===== src/rtl/imem_loader.sv =====
// Instruction-memory loader: assembles a big-endian byte stream into 32-bit words,
// writes them to consecutive word addresses from 0 and holds the CPU in reset until done.
module imem_loader #(
    parameter int WIDTH  = 32,
    parameter int ADDR_W = 8
) (
    input  logic              clk,
    input  logic              rst,
    input  logic              start,
    input  logic [ADDR_W:0]   num_words,
    input  logic              byte_valid,
    input  logic [7:0]        byte_data,
    output logic              byte_ready,
    output logic              mem_we,
    output logic [WIDTH-1:0]  mem_addr,
    output logic [WIDTH-1:0]  mem_wdata,
    output logic              busy,
    output logic              done,
    output logic              err,
    output logic              cpu_hold
);

    typedef enum logic [1:0] {
        S_IDLE,
        S_LOAD,
        S_WRITE,
        S_DONE
    } state_e;

    localparam logic [ADDR_W:0] MAX_WORDS = {1'b1, {ADDR_W{1'b0}}};

    state_e              state_q, state_d;
    logic [ADDR_W:0]     count_q, count_d;
    logic [ADDR_W-1:0]   idx_q, idx_d;
    logic [1:0]          bcnt_q, bcnt_d;
    logic [WIDTH-1:0]    word_q, word_d;
    logic [ADDR_W-1:0]   addr_q, addr_d;
    logic [WIDTH-1:0]    wdata_q, wdata_d;
    logic                err_q, err_d;
    logic                hold_q, hold_d;

    logic legal_count;
    assign legal_count = (num_words != '0) && (num_words <= MAX_WORDS);

    always_comb begin
        // NOTE: every variable gets a default before the case so no path leaves it unassigned (no latches).
        state_d = state_q;
        count_d = count_q;
        idx_d   = idx_q;
        bcnt_d  = bcnt_q;
        word_d  = word_q;
        addr_d  = addr_q;
        wdata_d = wdata_q;
        err_d   = err_q;
        hold_d  = hold_q;

        unique case (state_q)
            S_IDLE: begin
                if (start) begin
                    if (legal_count) begin
                        count_d = num_words;
                        idx_d   = '0;
                        bcnt_d  = '0;
                        err_d   = 1'b0;
                        hold_d  = 1'b1;
                        state_d = S_LOAD;
                    end else begin
                        err_d = 1'b1;
                    end
                end
            end
            S_LOAD: begin
                if (byte_valid) begin
                    // NOTE: blocking here is deliberate; word_d is read back below in the same pass.
                    word_d[(WIDTH-1) - 8*int'(bcnt_q) -: 8] = byte_data;
                    bcnt_d = bcnt_q + 2'd1;
                    if (bcnt_q == 2'd3) begin
                        wdata_d = word_d;
                        addr_d  = idx_q;
                        state_d = S_WRITE;
                    end
                end
            end
            S_WRITE: begin
                if ({1'b0, idx_q} == count_q - 1'b1) begin
                    hold_d  = 1'b0;
                    state_d = S_DONE;
                end else begin
                    idx_d   = idx_q + 1'b1;
                    state_d = S_LOAD;
                end
            end
            S_DONE: begin
                state_d = S_IDLE;
            end
            default: begin
                state_d = S_IDLE;
            end
        endcase
    end

    // Write-side registers hold their last value outside WRITE; consumers qualify with mem_we.
    always_ff @(posedge clk or negedge rst) begin
        if (!rst) begin
            state_q <= S_IDLE;
            count_q <= '0;
            idx_q   <= '0;
            bcnt_q  <= '0;
            word_q  <= '0;
            addr_q  <= '0;
            wdata_q <= '0;
            err_q   <= 1'b0;
            hold_q  <= 1'b1;
        end else begin
            state_q <= state_d;
            count_q <= count_d;
            idx_q   <= idx_d;
            bcnt_q  <= bcnt_d;
            word_q  <= word_d;
            addr_q  <= addr_d;
            wdata_q <= wdata_d;
            err_q   <= err_d;
            hold_q  <= hold_d;
        end
    end

    assign byte_ready = (state_q == S_LOAD);
    assign mem_we     = (state_q == S_WRITE);
    assign busy       = (state_q == S_LOAD) || (state_q == S_WRITE);
    assign done       = (state_q == S_DONE);
    assign err        = err_q;
    assign cpu_hold   = hold_q;
    assign mem_addr   = {{(WIDTH-ADDR_W){1'b0}}, addr_q};
    assign mem_wdata  = wdata_q;

endmodule


===== config.mk =====
export PLATFORM = sky130hd
export DESIGN_NAME = imem_loader
export DESIGN_NICKNAME = d
export VERILOG_FILES = /design/src/rtl/imem_loader.sv
export SDC_FILE = /design/constraint.sdc
export NUM_CORES = 1
export LEC_CHECK = 0
export BUFFER_PORTS_ARGS = -buffer_cell sky130_fd_sc_hd__buf_2
export CORE_ASPECT_RATIO = 1.4
export CORE_MARGIN = 3
export CORE_UTILIZATION = 40
export CTS_CLUSTER_SIZE = 20
export DETAILED_ROUTE_END_ITERATION = 16
export GPL_TIMING_DRIVEN = 0
export HOLD_SLACK_MARGIN = 0.15
export PLACE_DENSITY = 0.65
export RECOVER_POWER = 25
export SLEW_MARGIN = 20
export SYNTH_ARGS = -nofsm -noshare
export SYNTH_HDL_FRONTEND = slang
export SYNTH_SLANG_ARGS = --single-unit

===== constraint.sdc =====
create_clock -name clk -period 4.85 [get_ports clk]
set_clock_uncertainty 0.2 [all_clocks]
set_input_delay 0.485 -clock clk [delete_from_list [all_inputs] [get_ports clk]]
set_output_delay 0.485 -clock clk [all_outputs]
set_load 0.02 [all_outputs]

# After elaboration in Yosys (flattened, before gate mapping)
# Cells that the tools add are included.
[word_totals] reg_bits=95 latch_bits=0 ramBits=0 romBits=0 output_inout_bits=70 memories=0
[op_classes] n_addsub=5 mul=0 div_mod_pow=0 n_lt_le_gt_ge=1 n_eq_ne=11 n_shift=2 n_mux=20 n_bitwise=0 n_reduce_logical=14
[op_table] op="$shift 8x33->39 const A" count=1
[op_table] op="$shiftx 8x33->39" count=1
[op_table] op="$neg 6->33" count=1
[op_table] op="$bwmux 32" count=1
[op_table] op="$mux 8" count=3
[op_table] op="$mux 2" count=8
[op_table] op="$pmux 8 s2" count=1
[op_table] op="$reduce_and 4->1" count=4
[op_table] op="$eq 8x9->1" count=1
[op_table] op="$le 9x9->1 const B" count=1
[op_table] op="$reduce_bool 9->1" count=1
[op_table] op="$sub 9x1->9 const B" count=1
[op_table] op="$add 8x1->8 const B" count=1
[op_table] op="$ne 2x2->1 const B" count=4
[op_table] op="$pmux 2 s4" count=1
[op_table] op="$eq 2x2->1 const B" count=3
[op_table] op="$reduce_and 3->1" count=2
[op_table] op="$sub 5x5->6 const A" count=1
[op_table] op="$mux 1" count=4
[op_table] op="$ne 2x1->1 const B" count=2
[op_table] op="$pmux 2 s2" count=1
[op_table] op="$reduce_and 2->1" count=2
[op_table] op="$reduce_bool 2->1" count=2
[op_table] op="$add 2x1->2 const B" count=1
[op_table] op="other kinds (5)" count=5

# Logic depth before layout (Yosys ltp)
[logic_depth] depth_word=5 mapped_depth=12

# Worst setup path before layout
# OpenSTA, ideal clock, no wires.
[synth_path] kind="register to register" start="reg count_q[0]" end="reg idx_q[0]" setup_time_ps=128 t_arrival_ps=2401 required_time_ps=4522 slack_ps=2122 path_stages_with_launch=13 path_buffers=3 synth_period_minus_slack_ps=2728 path_cell_list="dfrtp_1 > buf_2 > inv_1 > ha_1 > clkbuf_1 > nor3b_1 > and3_1 > o2111ai_1 > a211oi_1 > and3_1 > buf_4 > nor2_1 > mux2_1"
[synth_via] elab_chain_cells=4
[synth_rtl] item="start, declared" line_no="33" rtl="logic [ADDR_W:0] count_q, count_d;"
[synth_rtl] item="start signal, assigned" line_no="116" rtl="count_q <= count_d;"
[synth_rtl] item="$sub 9x1->9" line_no="85" rtl="if ({1'b0, idx_q} == count_q - 1'b1) begin"
[synth_rtl] item="$eq 8x9->1" line_no="85"
[synth_rtl] item="$ne 2x2->1 (no source line)"
[synth_rtl] item="$reduce_and 4->1 (no source line)"
[synth_rtl] item="end signal, assigned" line_no="117" rtl="idx_q <= idx_d;"
[synth_rtl] item="end, declared" line_no="34" rtl="logic [ADDR_W-1:0] idx_q, idx_d;"
# No other way between the ends.
# A chain may end at the register's enable or synchronous reset.

==> results.txt <==
----------------------------------------------------
[GRT]
  Pin count of the biggest net entering global routing ... 60
  Global-route track usage on met3 ... 3.06%
  Number of global-route vias before repair ... 3454
  Number of antenna violations at the first check in global routing ... 0
  GR Util met1 ... 22.2%
  GRT Util Overall ... 18.1%
  Most crowded layer after global routing ... met2
  Global-route congestion overflow total ... 0
  First-pass GRT wire length ... 17300 µm
  Global routing usage on met2 ... 32.0%

[Worst hold path]
  Hold Path Depth ... 3
  Kind of path behind the tightest hold check ... input pin to flop
  Hold Crit Endpoint ... count_q[1]$_DFFE_PN0P_
  Hold Crit Start ... num_words[1]

[Routing]
  Post-detailed-route via-to-cell ratio ... 5.22
  Drt initial violations ... 154
  Average routed wire per standard cell ... 16.0 µm
  Routed Antenna Nets ... 0
  Number of iterations in the first detailed-routing pass ... 4
  Vias ... 3516
  Overall routed net length ... 10800 µm
  Drt drc ... 0

[Die]
  I/O pin count ... 91
  Height of the chip ... 130 µm
  Area inside the core boundary ... 10600 µm²
  Starting utilization of the core area ... 41.6%
  Total Die Area ... 12300 µm²
  Rows ... 44
  Die span in x ... 94.6 µm

[Critical path]
  Max stage delay on crit path ... 1.24 ns
  CP Max Fanout ... 59
  Worst reg2reg path endpoint ... idx_q[0]$_DFFE_PN0P_
  Dominant delay contributor by cell family on the critical path ... buffers and inverters
  Setup slack of the most critical reg-to-reg path ... 1.74 ns
  Category of the critical setup timing path ... input pin to asynchronous set/reset pin
  Category of the worst setup path capture point ... asynchronous set/reset pin
  Signal arrival time at the worst endpoint ... 3.37 ns
  CP max-delay cell ... sky130_fd_sc_hd__clkbuf_2
  Ordered list of cells on the worst path ... dlygate4sd3_1 -> clkbuf_1 -> clkbuf_2
  Crit start category ... input pin
  Worst flop-to-flop path startpoint ... count_q[0]$_DFFE_PN0P_
  Required arrival time at the worst endpoint ... 4.85 ns
  Combined buffer and inverter count along the critical path ... 3
  Worst Reg-to-Reg Cells ... 12

[Power and ir drop]
  Leakage power figure ... 0.00258 µW
  Total Power Consumption ... 2630 µW
  IR drop worst, VDD ... 217 µV
  Total power divided by cell area ... 502 nW/µm²

[Placed design]
  Inst Count DP ... 656
  Final HPWL DP ... 7970 µm
  Port Buffers ... 58
  RePlAce Congestion ... 0.831

[Clock tree]
  CTS clock-pin slew for the worst setup and hold paths ... 0.06 ns
  Later-pin clock latency in the skew report ... 0.34 ns
  Total clock sinks ... 87
  Maximum level of the CTS H-tree ... 3
  Clock tree from TritonCTS ... done
  Maximum buffer depth of the clock tree ... 2
  Number of cells upsized or downsized after cts ... 0
  CTS Buf Count ... 9
  Post-CTS Repair Setup Buffers ... 0
  Buffer type at the clock tree root ... sky130_fd_sc_hd__clkbuf_16

[Synthesis]
  Number of instances in the synthesized netlist ... 436
  Sequential fraction of the synthesis area ... 49.5%
  Proportion of synthesized flip-flops having asynchronous set or reset ... 100%
  Average size of a mapped cell ... 10.1 µm²
  Total number of yosys warnings ... 0
  #FFs+latches synth ... 87
  Commonest register cell after synthesis ... sky130_fd_sc_hd__dfrtp_1
  Netlist area before placement ... 4400 µm²
  Post-synth cell types ... 49
  Number of synthesized flops with an enable pin ... 0

[Timing]
  Number of max-slew violations in the final report ... 30
  FMAX ... 297 MHz
  Transition time at the pin with the least slew margin ... 1.51 ns
  Final critical path time including I/O delays and setup ... 3.37 ns
  Count of endpoints failing hold in the final timing report ... 0
  RSZ-0062 raised after global routing ... false
  Final cycle utilization of the critical path ... 69.5%
  Final setup TNS ... 0 ns
  Final-report setup violation count ... 0
  Max-slew headroom at the worst pin ... -0.657%

[Status]
  Failing checks ... max-capacitance violations, max-slew violations
  Outcome ... complete, but fails checks

[Cells and area]
  Commonest cells after routing, fill and taps aside ... sky130_fd_sc_hd__dfrtp_1, sky130_fd_sc_hd__buf_2, sky130_fd_sc_hd__o21ai_0, sky130_fd_sc_hd__nand2_1, sky130_fd_sc_hd__a21oi_1
  Area growth from synthesis to final layout ... 19.2%
  Most common cell after layout, fill and taps aside ... sky130_fd_sc_hd__dfrtp_1
  # fillers ... 1062
  Share of final-layout standard cells stronger than drive strength 1 ... 23.6%
  Number of diodes ... 0
  Total Nets Final ... 561
  Count of non-filler cells in the finished layout ... 673

[Job]
  Max cap viols ... 1

----------------------------------------------------
==> routing by layer <==
| layer | wire length, µm | up-vias |
|---|---|---|
| met1 | 4260 | 1721 |
| li1 | - | 1685 |
| met3 | 496 | 16 |
| met5 | 0 | - |
| met2 | 5820 | 94 |
| met4 | 187 | 0 |
==> worst register-to-register path, delay by kind of cell (launching register included) <==
kind | cells | cell delay, ns
adders and majority gates | 1 | 0.13
and+or+nand+nor | 4 | 0.79
buffers and inverters | 4 | 0.74
AOI/OAI and AO/OA | 2 | 0.45
muxes | 1 | 0.31
DFF | 1 | 0.36
==> per-stage QoR <==
stage          instance area [µm²]  setup slack, ns  hold WS [ns]  utilization [%]
2_1_floorplan                 4480             2.12       -0.0106                -
4_1_cts                       5270             1.76         0.171             49.9
6_report                      5240             1.48         0.176             49.6
3_3_place_gp                  4950             1.83         0.266             46.8
3_5_place_dp                  4980             1.78         0.240             47.1
5_1_grt                       5240            0.931         0.189             49.6
==> logic make-up (layout without fill, tap and decap cells) <==
| group | Yosys count | after routing | synth area share [%] |
|---|---|---|---|
| AND/OR/NAND/NOR | 117 | 117 | 15.1 |
| multiplexers | 15 | 15 | 3.81 |
| flip-flops | 87 | 87 | 49.5 |
| other | 1 | 24 | 0.0853 |
| AO/OA/AOI/OAI | 132 | 132 | 19.0 |
| XOR/XNOR | 7 | 7 | 1.39 |
| adder cells (fa/ha/maj) | 10 | 10 | 2.84 |
| buffers and inverters | 67 | 143 | 8.28 |
==> sequential cells by signal, indices dropped and copies added (netlist names) <==
name / count
word_q: 24
addr_q: 8
idx_q: 8
cpu_hold: 1
bcnt_q: 2
state_q: 2
count_q: 9
err: 1
mem_wdata: 32
==> final cells by class <==
type | count | area, µm² | area share (%)
Clock buffer | 9 | 225 | 4.29
Timing Repair Buffer | 60 | 304 | 5.80
Tap cell | 138 | 173 | 3.29
Sequential cell | 87 | 2180 | 41.5
Clock inverter | 7 | 57.6 | 1.10
Inverter | 10 | 37.5 | 0.716
Multi-Input combinational cell | 305 | 1940 | 37.0
Buffer | 57 | 327 | 6.23
==> how the worst max path moves through the flow <==
stage / start / to / slack [ns] / depth (start not counted)
final: rst / mem_wdata[4]$_DFFE_PN0P_ / 1.48 / 3
after CTS: count_q[0]$_DFFE_PN0P_ / idx_q[0]$_DFFE_PN0P_ / 1.76 / 12
after detailed placement: count_q[0]$_DFFE_PN0P_ / idx_q[0]$_DFFE_PN0P_ / 1.78 / 12
after global routing: rst / addr_q[5]$_DFFE_PN0P_ / 0.93 / 3
after floorplan: count_q[0]$_DFFE_PN0P_ / idx_q[0]$_DFFE_PN0P_ / 2.12 / 12
after global placement: count_q[0]$_DFFE_PN0P_ / idx_q[0]$_DFFE_PN0P_ / 1.83 / 12
==> synth_stat cells (4+ instances only) <==
master / number / share of area (%)
sky130_fd_sc_hd__dfrtp_1: 86 / 49
sky130_fd_sc_hd__o21ai_0: 44 / 5.0
sky130_fd_sc_hd__a21oi_1: 36 / 4.1
sky130_fd_sc_hd__nand2_1: 36 / 3.1
sky130_fd_sc_hd__a22o_1: 34 / 6.8
sky130_fd_sc_hd__buf_4: 29 / 5.0
sky130_fd_sc_hd__nor2b_1: 27 / 3.8
sky130_fd_sc_hd__clkbuf_1: 25 / 2.1
sky130_fd_sc_hd__mux2_2: 13 / 3.3
sky130_fd_sc_hd__ha_1: 10 / 2.8
sky130_fd_sc_hd__inv_1: 10 / 0.85
sky130_fd_sc_hd__nand3_1: 10 / 1.1
sky130_fd_sc_hd__and3_1: 8 / 1.1
sky130_fd_sc_hd__nor2_1: 8 / 0.68
sky130_fd_sc_hd__nor3_1: 4 / 0.46
sky130_fd_sc_hd__or3_1: 4 / 0.57
sky130_fd_sc_hd__xor2_1: 4 / 0.80
==> report_power, final <==
group	internal (µW)	switching [µW]	leakage, µW
Sequential	896	148	0.00117
Clock	353	299	0.000134
Combinational	384	554	0.00128
Total	1630	1000	0.00258
==> repair_timing <==
action | in CTS | in global routing
hold endpoints to repair | 27 | 0
endpoints found under the setup margin | 0 | 0
hold buffers | 1 | 0
Power figures use the tool's default switching activity.
